`src/rtl/decode_stage_pkg.sv`:
```
`default_nettype none
// ============================================================================
// Module   : decode_pkg
// Purpose  : Shared types and helpers for the decode stage: instruction
//            class enum, special opcodes and the opcode-to-class table.
// Ports    : none (package)
// Revision : 1.0  initial release
// ============================================================================
package decode_pkg;

    typedef enum logic [1:0] {
        CLS_N = 2'd0,   // no register traffic (NOP, HALT)
        CLS_R = 2'd1,   // reads rs1/rs2, writes rd
        CLS_I = 2'd2,   // writes rd, carries an immediate
        CLS_S = 2'd3    // reads rd-field and rs1, no write
    } cls_t;

    localparam logic [3:0] OP_NOP  = 4'h0;
    localparam logic [3:0] OP_HALT = 4'hF;

    // Widest opcode the class helper accepts; callers zero-extend into it.
    localparam int unsigned OP_MAX_W = 16;

    // Full table for the 4-bit opcode space; other widths fall back to the
    // top two opcode bits (00 N, 01 R, 10 I, 11 S).
    function automatic cls_t op_class(input logic [OP_MAX_W-1:0] op,
                                      input int unsigned         op_w);
        cls_t                c;
        logic [OP_MAX_W-1:0] top;
        c   = CLS_N;
        top = '0;
        if (op_w == 4) begin
            if (op[3:0] == OP_NOP || op[3:0] == OP_HALT) c = CLS_N;
            else if (op[3:0] <= 4'h7)                     c = CLS_R;
            else if (op[3:0] <= 4'hB)                     c = CLS_I;
            else                                          c = CLS_S;
        end else begin
            top = op >> (op_w - 32'd2);
            case (top[1:0])
                2'b00:   c = CLS_N;
                2'b01:   c = CLS_R;
                2'b10:   c = CLS_I;
                default: c = CLS_S;
            endcase
        end
        return c;
    endfunction

endpackage
`default_nettype wire

```
`src/rtl/decode_stage_if.sv`:
```
`default_nettype none
// ============================================================================
// Module   : decode_stage_if
// Purpose  : Fetch-side, execute-side, writeback and control signals of the
//            decode stage. master = environment (fetch/execute/writeback),
//            slave = the decode stage itself.
// Ports    : none (all signals internal to the interface)
// Revision : 1.0  initial release
// ============================================================================
interface decode_stage_if
    import decode_pkg::*;
#(
    parameter int OP_W      = 4,
    parameter int REG_W     = 4,
    parameter int INSTR_W   = 16,
    parameter int IMM_OUT_W = 16,
    parameter int STALL_W   = 16
);
    logic                 in_valid;
    logic                 in_ready;
    logic [INSTR_W-1:0]   in_instr;
    logic                 out_valid;
    logic                 out_ready;
    logic [OP_W-1:0]      out_op;
    logic [REG_W-1:0]     out_rd;
    logic [REG_W-1:0]     out_rs1;
    logic [REG_W-1:0]     out_rs2;
    logic [IMM_OUT_W-1:0] out_imm;
    cls_t                 out_class;
    logic                 out_rf_we;
    logic                 out_rf_re;
    logic                 wb_valid;
    logic [REG_W-1:0]     wb_rd;
    logic                 flush;
    logic                 halted;
    logic [STALL_W-1:0]   stall_cnt;

    modport master (
        output in_valid, in_instr, out_ready, wb_valid, wb_rd, flush,
        input  in_ready, out_valid, out_op, out_rd, out_rs1, out_rs2,
               out_imm, out_class, out_rf_we, out_rf_re, halted, stall_cnt
    );

    modport slave (
        input  in_valid, in_instr, out_ready, wb_valid, wb_rd, flush,
        output in_ready, out_valid, out_op, out_rd, out_rs1, out_rs2,
               out_imm, out_class, out_rf_we, out_rf_re, halted, stall_cnt
    );
endinterface
`default_nettype wire

```
`src/rtl/decode_stage_reg_scoreboard.sv`:
```
`default_nettype none
// ============================================================================
// Module   : reg_scoreboard
// Purpose  : Busy bit per architectural register with one set port, two
//            clear ports (writeback, flush) and a hazard query on NQ regs.
// Ports    : clk, rst_n           clock / async active-low reset
//            i_set_en/i_set_reg   mark a register busy (wins over clears)
//            i_wb_clr_en/_reg     writeback clear; also masks the query
//            i_fl_clr_en/_reg     flush clear of a dropped entry
//            i_q_en/i_q_reg       query enables and register addresses
//            o_hazard             any enabled query hits a busy register
// Revision : 1.0  initial release
// ============================================================================
module reg_scoreboard #(
    parameter int REG_W = 4,
    parameter int NQ    = 3
) (
    input  wire logic                      clk,
    input  wire logic                      rst_n,
    input  wire logic                      i_set_en,
    input  wire logic [REG_W-1:0]          i_set_reg,
    input  wire logic                      i_wb_clr_en,
    input  wire logic [REG_W-1:0]          i_wb_clr_reg,
    input  wire logic                      i_fl_clr_en,
    input  wire logic [REG_W-1:0]          i_fl_clr_reg,
    input  wire logic [NQ-1:0]             i_q_en,
    input  wire logic [NQ-1:0][REG_W-1:0]  i_q_reg,
    output logic                           o_hazard
);
    localparam int NREG = 2**REG_W;
    // Register 0 is hard-wired and can never be busy.
    localparam logic [NREG-1:0] c_r0_mask = {{(NREG-1){1'b1}}, 1'b0};

    logic [NREG-1:0] r_busy;
    logic [NREG-1:0] w_set_vec;
    logic [NREG-1:0] w_wb_clr_vec;
    logic [NREG-1:0] w_fl_clr_vec;
    logic [NQ-1:0]   w_hit;

    always_comb begin
        w_set_vec    = '0;
        w_wb_clr_vec = '0;
        w_fl_clr_vec = '0;
        if (i_set_en)    w_set_vec[i_set_reg]       = 1'b1;
        if (i_wb_clr_en) w_wb_clr_vec[i_wb_clr_reg] = 1'b1;
        if (i_fl_clr_en) w_fl_clr_vec[i_fl_clr_reg] = 1'b1;
    end

    always_ff @(posedge clk or negedge rst_n) begin
        if (!rst_n) begin
            r_busy <= '0;
        end else begin
            r_busy <= ((r_busy & ~(w_wb_clr_vec | w_fl_clr_vec)) | w_set_vec)
                      & c_r0_mask;
        end
    end

    // A same-cycle writeback unblocks the query, so issue can proceed
    // in the very cycle the producer retires.
    for (genvar g = 0; g < NQ; g++) begin : g_query
        assign w_hit[g] = i_q_en[g] & r_busy[i_q_reg[g]]
                          & ~w_wb_clr_vec[i_q_reg[g]];
    end

    assign o_hazard = |w_hit;

endmodule
`default_nettype wire

```
`src/rtl/decode_stage.sv`:
```
`default_nettype none
// ============================================================================
// Module   : decode_stage
// Purpose  : Instruction decode pipeline stage. Splits the instruction into
//            fields, classifies the opcode, blocks issue on RAW/WAW hazards
//            and presents the decoded result one cycle after acceptance.
// Ports    : clk, rst_n   clock / async active-low reset
//            bus (slave)  fetch handshake, decoded output handshake,
//                         writeback, flush, halted, stall_cnt
// Revision : 1.0  initial release
// ============================================================================
module decode_stage
    import decode_pkg::*;
#(
    parameter int OP_W      = 4,
    parameter int REG_W     = 4,
    parameter int INSTR_W   = 16,
    parameter int IMM_OUT_W = 16,
    parameter int STALL_W   = 16
) (
    input  wire logic     clk,
    input  wire logic     rst_n,
    decode_stage_if.slave bus
);
    if (INSTR_W != OP_W + 3*REG_W) begin : g_chk_instr_w
        $error("decode_stage: INSTR_W must equal OP_W + 3*REG_W");
    end
    if (IMM_OUT_W < 2*REG_W) begin : g_chk_imm_w
        $error("decode_stage: IMM_OUT_W must be >= 2*REG_W");
    end
    if (OP_W < 2 || OP_W > OP_MAX_W) begin : g_chk_op_w
        $error("decode_stage: OP_W out of supported range");
    end

    // ---------------- field extraction and classification ----------------
    logic [OP_W-1:0]      w_op;
    logic [REG_W-1:0]     w_rd, w_rs1, w_rs2;
    cls_t                 w_cls;
    logic                 w_rf_we, w_rf_re, w_is_halt;
    logic [IMM_OUT_W-1:0] w_imm;

    assign w_op    = bus.in_instr[INSTR_W-1 -: OP_W];
    assign w_rd    = bus.in_instr[3*REG_W-1 -: REG_W];
    assign w_rs1   = bus.in_instr[2*REG_W-1 -: REG_W];
    assign w_rs2   = bus.in_instr[REG_W-1:0];
    assign w_cls   = op_class(OP_MAX_W'(w_op), OP_W);
    assign w_rf_we = (w_cls == CLS_R || w_cls == CLS_I) && (w_rd != '0);
    assign w_rf_re = (w_cls == CLS_R || w_cls == CLS_S);
    assign w_imm   = (w_cls == CLS_I)
                   ? IMM_OUT_W'($signed(bus.in_instr[2*REG_W-1:0])) : '0;
    // HALT is the all-ones opcode at every opcode width.
    assign w_is_halt = (OP_W == 4) ? (w_op == OP_W'(OP_HALT)) : (&w_op);

    // ---------------- hazard scoreboard ----------------
    // Query slots: 0 = rs1, 1 = rs2 (R) or rd-field (S), 2 = written rd.
    logic [2:0]            w_q_en;
    logic [2:0][REG_W-1:0] w_q_reg;
    logic                  w_hazard;
    logic                  w_in_ready, w_accept;

    logic                  r_out_valid, r_out_rf_we, r_out_rf_re, r_halted;
    logic [OP_W-1:0]       r_out_op;
    logic [REG_W-1:0]      r_out_rd, r_out_rs1, r_out_rs2;
    logic [IMM_OUT_W-1:0]  r_out_imm;
    cls_t                  r_out_class;
    logic [STALL_W-1:0]    r_stall_cnt;

    assign w_q_en  = {w_rf_we, w_rf_re, w_rf_re};
    assign w_q_reg = {w_rd, (w_cls == CLS_R) ? w_rs2 : w_rd, w_rs1};

    reg_scoreboard #(
        .REG_W (REG_W),
        .NQ    (3)
    ) u_sb (
        .clk          (clk),
        .rst_n        (rst_n),
        .i_set_en     (w_accept && w_rf_we),
        .i_set_reg    (w_rd),
        .i_wb_clr_en  (bus.wb_valid),
        .i_wb_clr_reg (bus.wb_rd),
        .i_fl_clr_en  (bus.flush && r_out_valid && r_out_rf_we),
        .i_fl_clr_reg (r_out_rd),
        .i_q_en       (w_q_en),
        .i_q_reg      (w_q_reg),
        .o_hazard     (w_hazard)
    );

    // ---------------- handshake ----------------
    // rst_n gates in_ready so nothing looks acceptable during reset.
    assign w_in_ready = rst_n && !bus.flush && !r_halted && !w_hazard &&
                        (!r_out_valid || bus.out_ready);
    assign w_accept   = bus.in_valid && w_in_ready;

    // ---------------- output register, halt, stall counter ----------------
    always_ff @(posedge clk or negedge rst_n) begin
        if (!rst_n) begin
            r_out_valid <= 1'b0;
            r_out_op    <= '0;
            r_out_rd    <= '0;
            r_out_rs1   <= '0;
            r_out_rs2   <= '0;
            r_out_imm   <= '0;
            r_out_class <= CLS_N;
            r_out_rf_we <= 1'b0;
            r_out_rf_re <= 1'b0;
            r_halted    <= 1'b0;
            r_stall_cnt <= '0;
        end else begin
            if (bus.flush) begin
                r_out_valid <= 1'b0;
            end else if (w_accept) begin
                r_out_valid <= 1'b1;
                r_out_op    <= w_op;
                r_out_rd    <= w_rd;
                r_out_rs1   <= w_rs1;
                r_out_rs2   <= w_rs2;
                r_out_imm   <= w_imm;
                r_out_class <= w_cls;
                r_out_rf_we <= w_rf_we;
                r_out_rf_re <= w_rf_re;
            end else if (bus.out_ready) begin
                r_out_valid <= 1'b0;
            end

            if (bus.flush)                   r_halted <= 1'b0;
            else if (w_accept && w_is_halt)  r_halted <= 1'b1;

            if (bus.in_valid && w_hazard && !r_halted && !bus.flush &&
                (r_stall_cnt != {STALL_W{1'b1}}))
                r_stall_cnt <= r_stall_cnt + 1'b1;
        end
    end

    assign bus.in_ready  = w_in_ready;
    assign bus.out_valid = r_out_valid;
    assign bus.out_op    = r_out_op;
    assign bus.out_rd    = r_out_rd;
    assign bus.out_rs1   = r_out_rs1;
    assign bus.out_rs2   = r_out_rs2;
    assign bus.out_imm   = r_out_imm;
    assign bus.out_class = r_out_class;
    assign bus.out_rf_we = r_out_rf_we;
    assign bus.out_rf_re = r_out_rf_re;
    assign bus.halted    = r_halted;
    assign bus.stall_cnt = r_stall_cnt;

endmodule
`default_nettype wire

```
`src/flat_wrapper.sv`:
```
// flat-port wrapper written by rule: the top's interface ports become plain ports
module decode_stage_flat import decode_pkg::*;
#(
    parameter int OP_W      = 4,
    parameter int REG_W     = 4,
    parameter int INSTR_W   = 16,
    parameter int IMM_OUT_W = 16,
    parameter int STALL_W   = 16
)
  (clk, rst_n, bus_in_valid, bus_in_instr, bus_out_ready, bus_wb_valid, bus_wb_rd, bus_flush, bus_in_ready, bus_out_valid, bus_out_op, bus_out_rd, bus_out_rs1, bus_out_rs2, bus_out_imm, bus_out_class, bus_out_rf_we, bus_out_rf_re, bus_halted, bus_stall_cnt);
  decode_stage_if #(.OP_W(OP_W), .REG_W(REG_W), .INSTR_W(INSTR_W), .IMM_OUT_W(IMM_OUT_W), .STALL_W(STALL_W)) bus_i ();
  input  wire logic clk;
  input  wire logic rst_n;
  input wire logic [$bits(bus_i.in_valid)-1:0] bus_in_valid;
  input wire logic [$bits(bus_i.in_instr)-1:0] bus_in_instr;
  input wire logic [$bits(bus_i.out_ready)-1:0] bus_out_ready;
  input wire logic [$bits(bus_i.wb_valid)-1:0] bus_wb_valid;
  input wire logic [$bits(bus_i.wb_rd)-1:0] bus_wb_rd;
  input wire logic [$bits(bus_i.flush)-1:0] bus_flush;
  output wire logic [$bits(bus_i.in_ready)-1:0] bus_in_ready;
  output wire logic [$bits(bus_i.out_valid)-1:0] bus_out_valid;
  output wire logic [$bits(bus_i.out_op)-1:0] bus_out_op;
  output wire logic [$bits(bus_i.out_rd)-1:0] bus_out_rd;
  output wire logic [$bits(bus_i.out_rs1)-1:0] bus_out_rs1;
  output wire logic [$bits(bus_i.out_rs2)-1:0] bus_out_rs2;
  output wire logic [$bits(bus_i.out_imm)-1:0] bus_out_imm;
  output wire logic [$bits(bus_i.out_class)-1:0] bus_out_class;
  output wire logic [$bits(bus_i.out_rf_we)-1:0] bus_out_rf_we;
  output wire logic [$bits(bus_i.out_rf_re)-1:0] bus_out_rf_re;
  output wire logic [$bits(bus_i.halted)-1:0] bus_halted;
  output wire logic [$bits(bus_i.stall_cnt)-1:0] bus_stall_cnt;
  assign bus_i.in_valid = bus_in_valid;
  assign bus_i.in_instr = bus_in_instr;
  assign bus_i.out_ready = bus_out_ready;
  assign bus_i.wb_valid = bus_wb_valid;
  assign bus_i.wb_rd = bus_wb_rd;
  assign bus_i.flush = bus_flush;
  assign bus_in_ready = bus_i.in_ready;
  assign bus_out_valid = bus_i.out_valid;
  assign bus_out_op = bus_i.out_op;
  assign bus_out_rd = bus_i.out_rd;
  assign bus_out_rs1 = bus_i.out_rs1;
  assign bus_out_rs2 = bus_i.out_rs2;
  assign bus_out_imm = bus_i.out_imm;
  assign bus_out_class = bus_i.out_class;
  assign bus_out_rf_we = bus_i.out_rf_we;
  assign bus_out_rf_re = bus_i.out_rf_re;
  assign bus_halted = bus_i.halted;
  assign bus_stall_cnt = bus_i.stall_cnt;
  decode_stage #(.OP_W(OP_W), .REG_W(REG_W), .INSTR_W(INSTR_W), .IMM_OUT_W(IMM_OUT_W), .STALL_W(STALL_W)) u_core (.clk(clk), .rst_n(rst_n), .bus(bus_i));
endmodule
```
`config.mk`:
```
export PLATFORM = sky130hd
export DESIGN_NAME = decode_stage_flat
export DESIGN_NICKNAME = d
export VERILOG_FILES = /design/src/rtl/decode_stage_pkg.sv /design/src/rtl/decode_stage_if.sv /design/src/rtl/decode_stage_reg_scoreboard.sv /design/src/rtl/decode_stage.sv /design/src/flat_wrapper.sv
export SDC_FILE = /design/constraint.sdc
export NUM_CORES = 1
export LEC_CHECK = 0
export CAP_MARGIN = 20
export CORE_ASPECT_RATIO = 0.8
export CORE_MARGIN = 2
export CORE_UTILIZATION = 25
export CTS_BUF_LIST = sky130_fd_sc_hd__clkbuf_8
export DETAILED_ROUTE_END_ITERATION = 10
export SLEW_MARGIN = 20
export SYNTH_ARGS = -nofsm -noshare
export SYNTH_HDL_FRONTEND = slang
export SYNTH_SLANG_ARGS = --single-unit
```
`constraint.sdc`:
```
create_clock -name clk -period 3.7 [get_ports clk]
set_input_delay 0.74 -clock clk [delete_from_list [all_inputs] [get_ports clk]]
set_output_delay 0.74 -clock clk [all_outputs]
set_load 0.05 [all_outputs]
```
Word-level counts from Yosys, hierarchy flattened
Cells that the tools add are included.
{ "totals": {"register_bits": 69, "in_bits": 26, "out_inout_bits": 55, "elab_cells": 104} }
{ "classes": {"addsub": 1, "n_lt_le_gt_ge": 10, "n_eq_ne": 5, "muxes": 31, "n_bitwise": 14, "reduce_logical": 31} }
{ "op_table": {"columns": ["op", "count"], "rows": [
  ["$mux W16", 4],
  ["$or A16 B16 Y16", 2],
  ["$lt A4 B5 Y1 const B", 5],
  ["$bmux W1 S4", 6],
  ["$logic_and A1 B1 Y1", 17],
  ["$add A16 B1 Y16 const B", 1],
  ["$and A16 B16 Y16", 1],
  ["$ne A16 B16 Y1 const B", 1],
  ["$not A16 Y16", 1],
  ["$mux W1", 15],
  ["$demux W1 S4", 3],
  ["$ge A4 B1 Y1 const B", 3],
  ["$and A1 B1 Y1", 6],
  ["$eq A2 B2 Y1 const B", 2],
  ["$eq A4 B4 Y1 const B", 1],
  ["$le A4 B3 Y1 const B", 1],
  ["$le A4 B4 Y1 const B", 1],
  ["$logic_not A1 Y1", 4],
  ["$logic_not A4 Y1", 1],
  ["$logic_or A1 B1 Y1", 4],
  ["$mux W2", 2],
  ["$mux W4", 1],
  ["$not A1 Y1", 4],
  ["$reduce_bool A4 Y1", 1],
  ["other kinds (5)", 5]
]} }

Logic depth before layout (Yosys ltp)
{ "logic_depth": {"ltp_word": 18, "ltp_mapped": 12, "mapped_depth_nobuf": 9} }

Cells and area by module
From an unflattened synthesis, not the netlist that was laid out.
{ "hier_totals": {"cells_unflattened": 345, "hier_area_um2": 3492.1} }
{ "by_module_without_submodules": {"columns": ["mod", "instances", "cells_each", "area_each_um2", "seq_area_each_um2"], "rows": [
  ["decode_stage", 1, 182, 2049.5, 1126.1],
  ["reg_scoreboard", 1, 163, 1442.6, 375.4]
]} }

Least setup slack after synthesis
No wires, ideal clock.
{ "synth_path": {"kind": "input -> output", "start": "input bus_in_instr[8]", "end": "output bus_in_ready", "arrival_ns": 3.980, "required_ns": 2.960, "path_slack_ns": -1.020, "cell_stages": 8, "n_path_buf": 1, "cell_sequence": "clkbuf_1 -> mux4_2 -> o31ai_1 -> o2bb2ai_1 -> a22o_1 -> nor4_4 -> nor2_1 -> nor4_1"} }
{ "synth_via": {"elab_chain_cells": 9, "word_cells_on_any_way": 21, "classes_between": "mux (9); bitwise (6); reduce/logical (6)"} }
{ "synth_lines": {"columns": ["element", "line_no", "text"], "rows": [
  ["from (decl)", "flat_wrapper.sv:15", "input wire logic [$bits(bus_i.in_instr)-1:0] bus_in_instr;"],
  ["$mux W4", "decode_stage.sv:69", "assign w_q_reg = {w_rd, (w_cls == CLS_R) ? w_rs2 : w_rd, w_rs1};"],
  ["$bmux W1 S4 (on tied branches)", "decode_stage_reg_scoreboard.sv:61, decode_stage_reg_scoreboard.sv:62", null],
  ["$mux W1 (on tied branches)", "decode_stage_reg_scoreboard.sv:61, decode_stage_reg_scoreboard.sv:62", null],
  ["$and A1 B1 Y1 or $not A1 Y1 (tied branches)", "decode_stage_reg_scoreboard.sv:61, decode_stage_reg_scoreboard.sv:62", null],
  ["$and A1 B1 Y1", "decode_stage_reg_scoreboard.sv:62", "& ~w_wb_clr_vec[i_q_reg[g]];"],
  ["$reduce_or A3 Y1 *", "decode_stage_reg_scoreboard.sv:65", "assign o_hazard = |w_hit;"],
  ["$logic_not A1 Y1 *", "decode_stage.sv:90", "assign w_in_ready = rst_n && !bus.flush && !r_halted && !w_hazard &&"],
  ["$logic_and A1 B1 Y1 * (2 in series)", "decode_stage.sv:90", null],
  ["to (decl)", "flat_wrapper.sv:20", "output wire logic [$bits(bus_i.in_ready)-1:0] bus_in_ready;"]
]} }
Every way passes the cells marked *; elsewhere a longest branch is shown, timed or not. The select of a mux whose other input is x is not followed.

Final worst setup path
{ "layout_path": {"start": "input bus_in_instr[12]", "end": "output bus_in_ready"} }
{ "layout_via": {"elab_chain_cells": 14, "word_cells_on_any_way": 30, "classes_between": "order compare (2); eq/ne (4); mux (8); bitwise (7); reduce/logical (9)"} }
{ "layout_lines": {"columns": ["element", "line_no", "text"], "rows": [
  ["$le A4 B4 Y1", "decode_stage_pkg.sv:35", "else if (op[3:0] <= 4'hB) c = CLS_I;"],
  ["$mux W1", "decode_stage_pkg.sv:35", null],
  ["$mux W2", "decode_stage_pkg.sv:34", "else if (op[3:0] <= 4'h7) c = CLS_R;"],
  ["$mux W2 *", "decode_stage_pkg.sv:33", "if (op[3:0] == OP_NOP || op[3:0] == OP_HALT) c = CLS_N;"],
  ["$eq A2 B1 Y1", "decode_stage.sv:47, decode_stage.sv:48, decode_stage.sv:69", null],
  ["$mux W4", "decode_stage.sv:69", null],
  ["$bmux W1 S4 (on tied branches)", "decode_stage_reg_scoreboard.sv:61, decode_stage_reg_scoreboard.sv:62", null],
  ["$mux W1 (on tied branches)", "decode_stage_reg_scoreboard.sv:61, decode_stage_reg_scoreboard.sv:62", null],
  ["$and A1 B1 Y1 or $not A1 Y1 (tied branches)", "decode_stage_reg_scoreboard.sv:61, decode_stage_reg_scoreboard.sv:62", null],
  ["$and A1 B1 Y1", "decode_stage_reg_scoreboard.sv:62", null],
  ["$reduce_or A3 Y1 *", "decode_stage_reg_scoreboard.sv:65", null],
  ["$logic_not A1 Y1 *", "decode_stage.sv:90", null],
  ["$logic_and A1 B1 Y1 * (2 in series)", "decode_stage.sv:90", null]
]} }
Marked as above.

==> flow_summary.yaml <==
cts:
  cts_sinks: 61
  insertion_delay_ns: 0.36
  cts_tree: "yes"
  numCtsBuffers: 9
  clk_transition_reported_paths_ns: 0.07
  cts_hold_buf: 0
  cts_max_level: 3
  cts_buffer_depth: 2
  clockRootBuffer: "clkbuf_8"
power:
  p_total_mw: 2.562
  ir_worst_vdd_uv: 295.7
  leakagePower_nw: 2.213
  p_per_area_mw_per_mm2: 480.9
grt:
  track_usage_pct: 16.84
  grt_max_degree: 62
  antenna_found_initial: 0
  grt_pass1_vias: 3455
  grt_pass1_wl_um: 19070
  overflow: 0
logic_synthesis:
  ys_types: 54
  synth.net_count: 380
  synth_top_family_by_area: "simple AND/OR/NAND/NOR gates"
  synthAdderAreaFrac_pct: 0.3561
  synth_compound_area_share_pct: 15.35
  async_flop_share_pct: 100.0
  synthXorXnorAreaFrac_pct: 4.986
  synth_edf_count: 0
  synth_mux_area_share_pct: 11.93
  avgSynthCellArea_um2: 9.953
  yosysSeqAreaShare_pct: 43.45
  ys.flop_type: "dfrtp_1"
  ys_ff_latch: 61
  synth_simple_gate_area_share_pct: 19.55
  netlist_area_mm2: 0.003513
  syn_inst: 353
  ys_warn_count: 0
timing:
  fin_crit_ns: 3.694
  rsz0062_at_grt: "true"
  relSlewSlack_pct: 46.98
  post-route-period-util_pct: 99.83
  slew_violations: 0
  fmaxAchievable_mhz: 270.7
  hold_violations: 0
  whs_ns: 0.4843
  setup_slack_ns: 0.006287
  tns_ns: 0
  finalClockSkew_ns: 0.01560
  setup_viol: 0
  worstMarginPinSlew_ns: 0.7953
floorplanning:
  ios: 81
  rows: 38
  die_y_um: 110.0
  die_x_um: 136.5
  initial_core_util_pct: 25.75
  die-area_mm2: 0.01502
  core-area_mm2: 0.01365
place:
  dpl_worst_slack_ns: -0.5715
  place_hpwl_um: 9108
  dpl-instance-area_mm2: 0.005031
  io_buffer_count: 80
  dp.cells: 665
  gp_congestion: 0.9386
setup_path:
  crit_path_start_kind: "input pin"
  critPathRequiredTime_ns: 2.96
  crit_path_end_kind: "output port"
  slowest_stage: "nor4_4"
  crit_chain: "buf_2, buf_4, nor3_4, buf_4, nor2_1, buf_4, o21a_1, nor3_2, o311ai_2, nor4_4, nor2_2, nor4_4, buf_12"
  critPathMaxStageDelay_ns: 0.29
  crit_type: "in -> out"
  cp_common_cell: "buf_4"
  crit_arrival_ns: 2.95
  cp_max_fo: 6
cells_and_area:
  fill_cells: 1338
  drive_gt1_share_pct: 30.30
  final_util_pct: 39.04
  multi_input_area_mm2: 0.001948
  synthToLayoutAreaGrowth_pct: 51.64
  final_area_mm2: 0.005328
  instances_no_fill: 685
  regArea_mm2: 0.001526
  final_nets: 529
  antenna_cells: 0
route:
  drcViolationCount: 0
  post_drt_wl_per_cell_um: 17.66
  drt_iter0_markers: 344
  via_count: 3372
  drt_pass1_iterations: 4
  ant_nets: 0
  viasPerCell: 4.923
  wl_um: 12100
outcome:
  status: "complete, no violations"
run:
  drv_cap: 0
min_path:
  min_path_type: "reg -> reg"
layout by cell type (no fill, tap or decap), types with 7 or more instances in the layout:
| master | n |
|---|---|
| o21ai_0 | 20 |
| mux2_2 | 19 |
| inv_1 | 9 |
| clkdlybuf4s50_1 | 63 |
| xnor2_1 | 16 |
| buf_4 | 75 |
| nand2_1 | 46 |
| dfrtp_1 | 61 |
| clkbuf_8 | 10 |
| o22ai_1 | 10 |
| o21ai_1 | 11 |
| nand2b_1 | 8 |
| and3_1 | 7 |
| nand3_1 | 12 |
| nor2_1 | 18 |
state kept, by name (all words and copies together) (netlist names):
signal	cells
u_core.bus.out_op	4
u_core.bus.halted	1
u_core.u_sb.r_busy	15
u_core.bus.out_class	2
u_core.bus.out_valid	1
u_core.bus.out_rd	4
u_core.bus.out_imm	8
u_core.bus.out_rf_re	1
u_core.bus.out_rf_we	1
u_core.bus.stall_cnt	16
u_core.bus.out_rs1	4
u_core.bus.out_rs2	4
cells in the mapped netlist (all sizes together), types with 2 or more instances:
library cell	count	area, µm²
o311ai	2	17.52
clkbuf	9	35.03
or2	2	12.51
nand3	12	60.06
nor2b	3	18.77
or3	4	25.02
nand3b	3	22.52
a21oi	4	20.02
nor4	3	48.80
mux2	19	214.0
o21ai	34	170.2
or4	3	26.27
mux4	6	135.1
nand2	46	172.7
o221ai	4	35.03
nor2	19	71.32
nor3b	2	15.01
xor2	4	35.03
nor3	6	41.29
nand4	6	37.54
nand2b	11	68.82
o21a	2	15.01
inv	7	26.28
mux2i	7	70.07
o2bb2ai	2	17.52
dfrtp	61	1526
o2111ai	4	35.03
o211ai	3	36.28
o31ai	4	30.03
and3	7	43.79
o22ai	12	87.58
buf	14	92.58
xnor2	16	140.1
power breakdown:
part	internal, mW	switching, mW
Sequential	0.780	0.122
Combinational	0.423	0.655
Clock	0.316	0.265
final cells by class:
cell class                      count  share of cell area, %
Sequential cell                    61                  28.65
Timing Repair Buffer              161                  26.68
Inverter                            7                 0.4932
Clock buffer                       10                  2.583
Multi-Input combinational cell    262                  36.57
Tap cell                          180                  4.227
Clock inverter                      4                 0.7985
per-layer routing:
layer / part of all wire (%) / track usage [%]
met5: 0 / 0
met4: 1.4 / 4.688
met3: 7.0 / 4.618
met2: 44 / 25.36
met1: 48 / 23.71
worst paths after layout:
check / slack [ns] / start / cells after the start / end
worst max-delay path: 0.006 / bus_in_instr[12] / 13 / bus_in_ready
min in group asynchronous: 0.61 / rst_n / 2 / u_core.u_sb.r_busy[5]
worst min-delay path: 0.48 / u_core.bus.out_imm[6] / 2 / u_core.bus.out_imm[6]
worst min register to register: 0.48 / u_core.bus.out_imm[6] / 2 / u_core.bus.out_imm[6]
max in group asynchronous: 2.58 / rst_n / 2 / u_core.bus.out_imm[3]
worst max register to register: 0.63 / u_core.u_sb.r_busy[15] / 11 / u_core.u_sb.r_busy[2]
critical path, delay by kind of cell:
kind	cells	cell delay (ns)
AOI/OAI and AO/OA	2	0.32
buffers and inverters	5	0.78
and+or+nand+nor	6	1.12
logic make-up (layout without fill, tap and decap cells):
kind of cell               Yosys count  count (layout)
AOI/OAI and AO/OA                   80              80
DFF                                 61              61
and+or+nand+nor                    129             129
xor gates and xnor gates            20              20
muxes                               32              32
buffers and inverters               30             182
adders and majority gates            1               1
repair_timing:
item                                    4_1_cts  5_1_grt
buffers inserted                              5        0
pin swaps                                    17        0
endpoints found under the setup margin       16        1
cloned                                        1        0
resized for setup                            60        3
(Power assumes the default switching activity.)
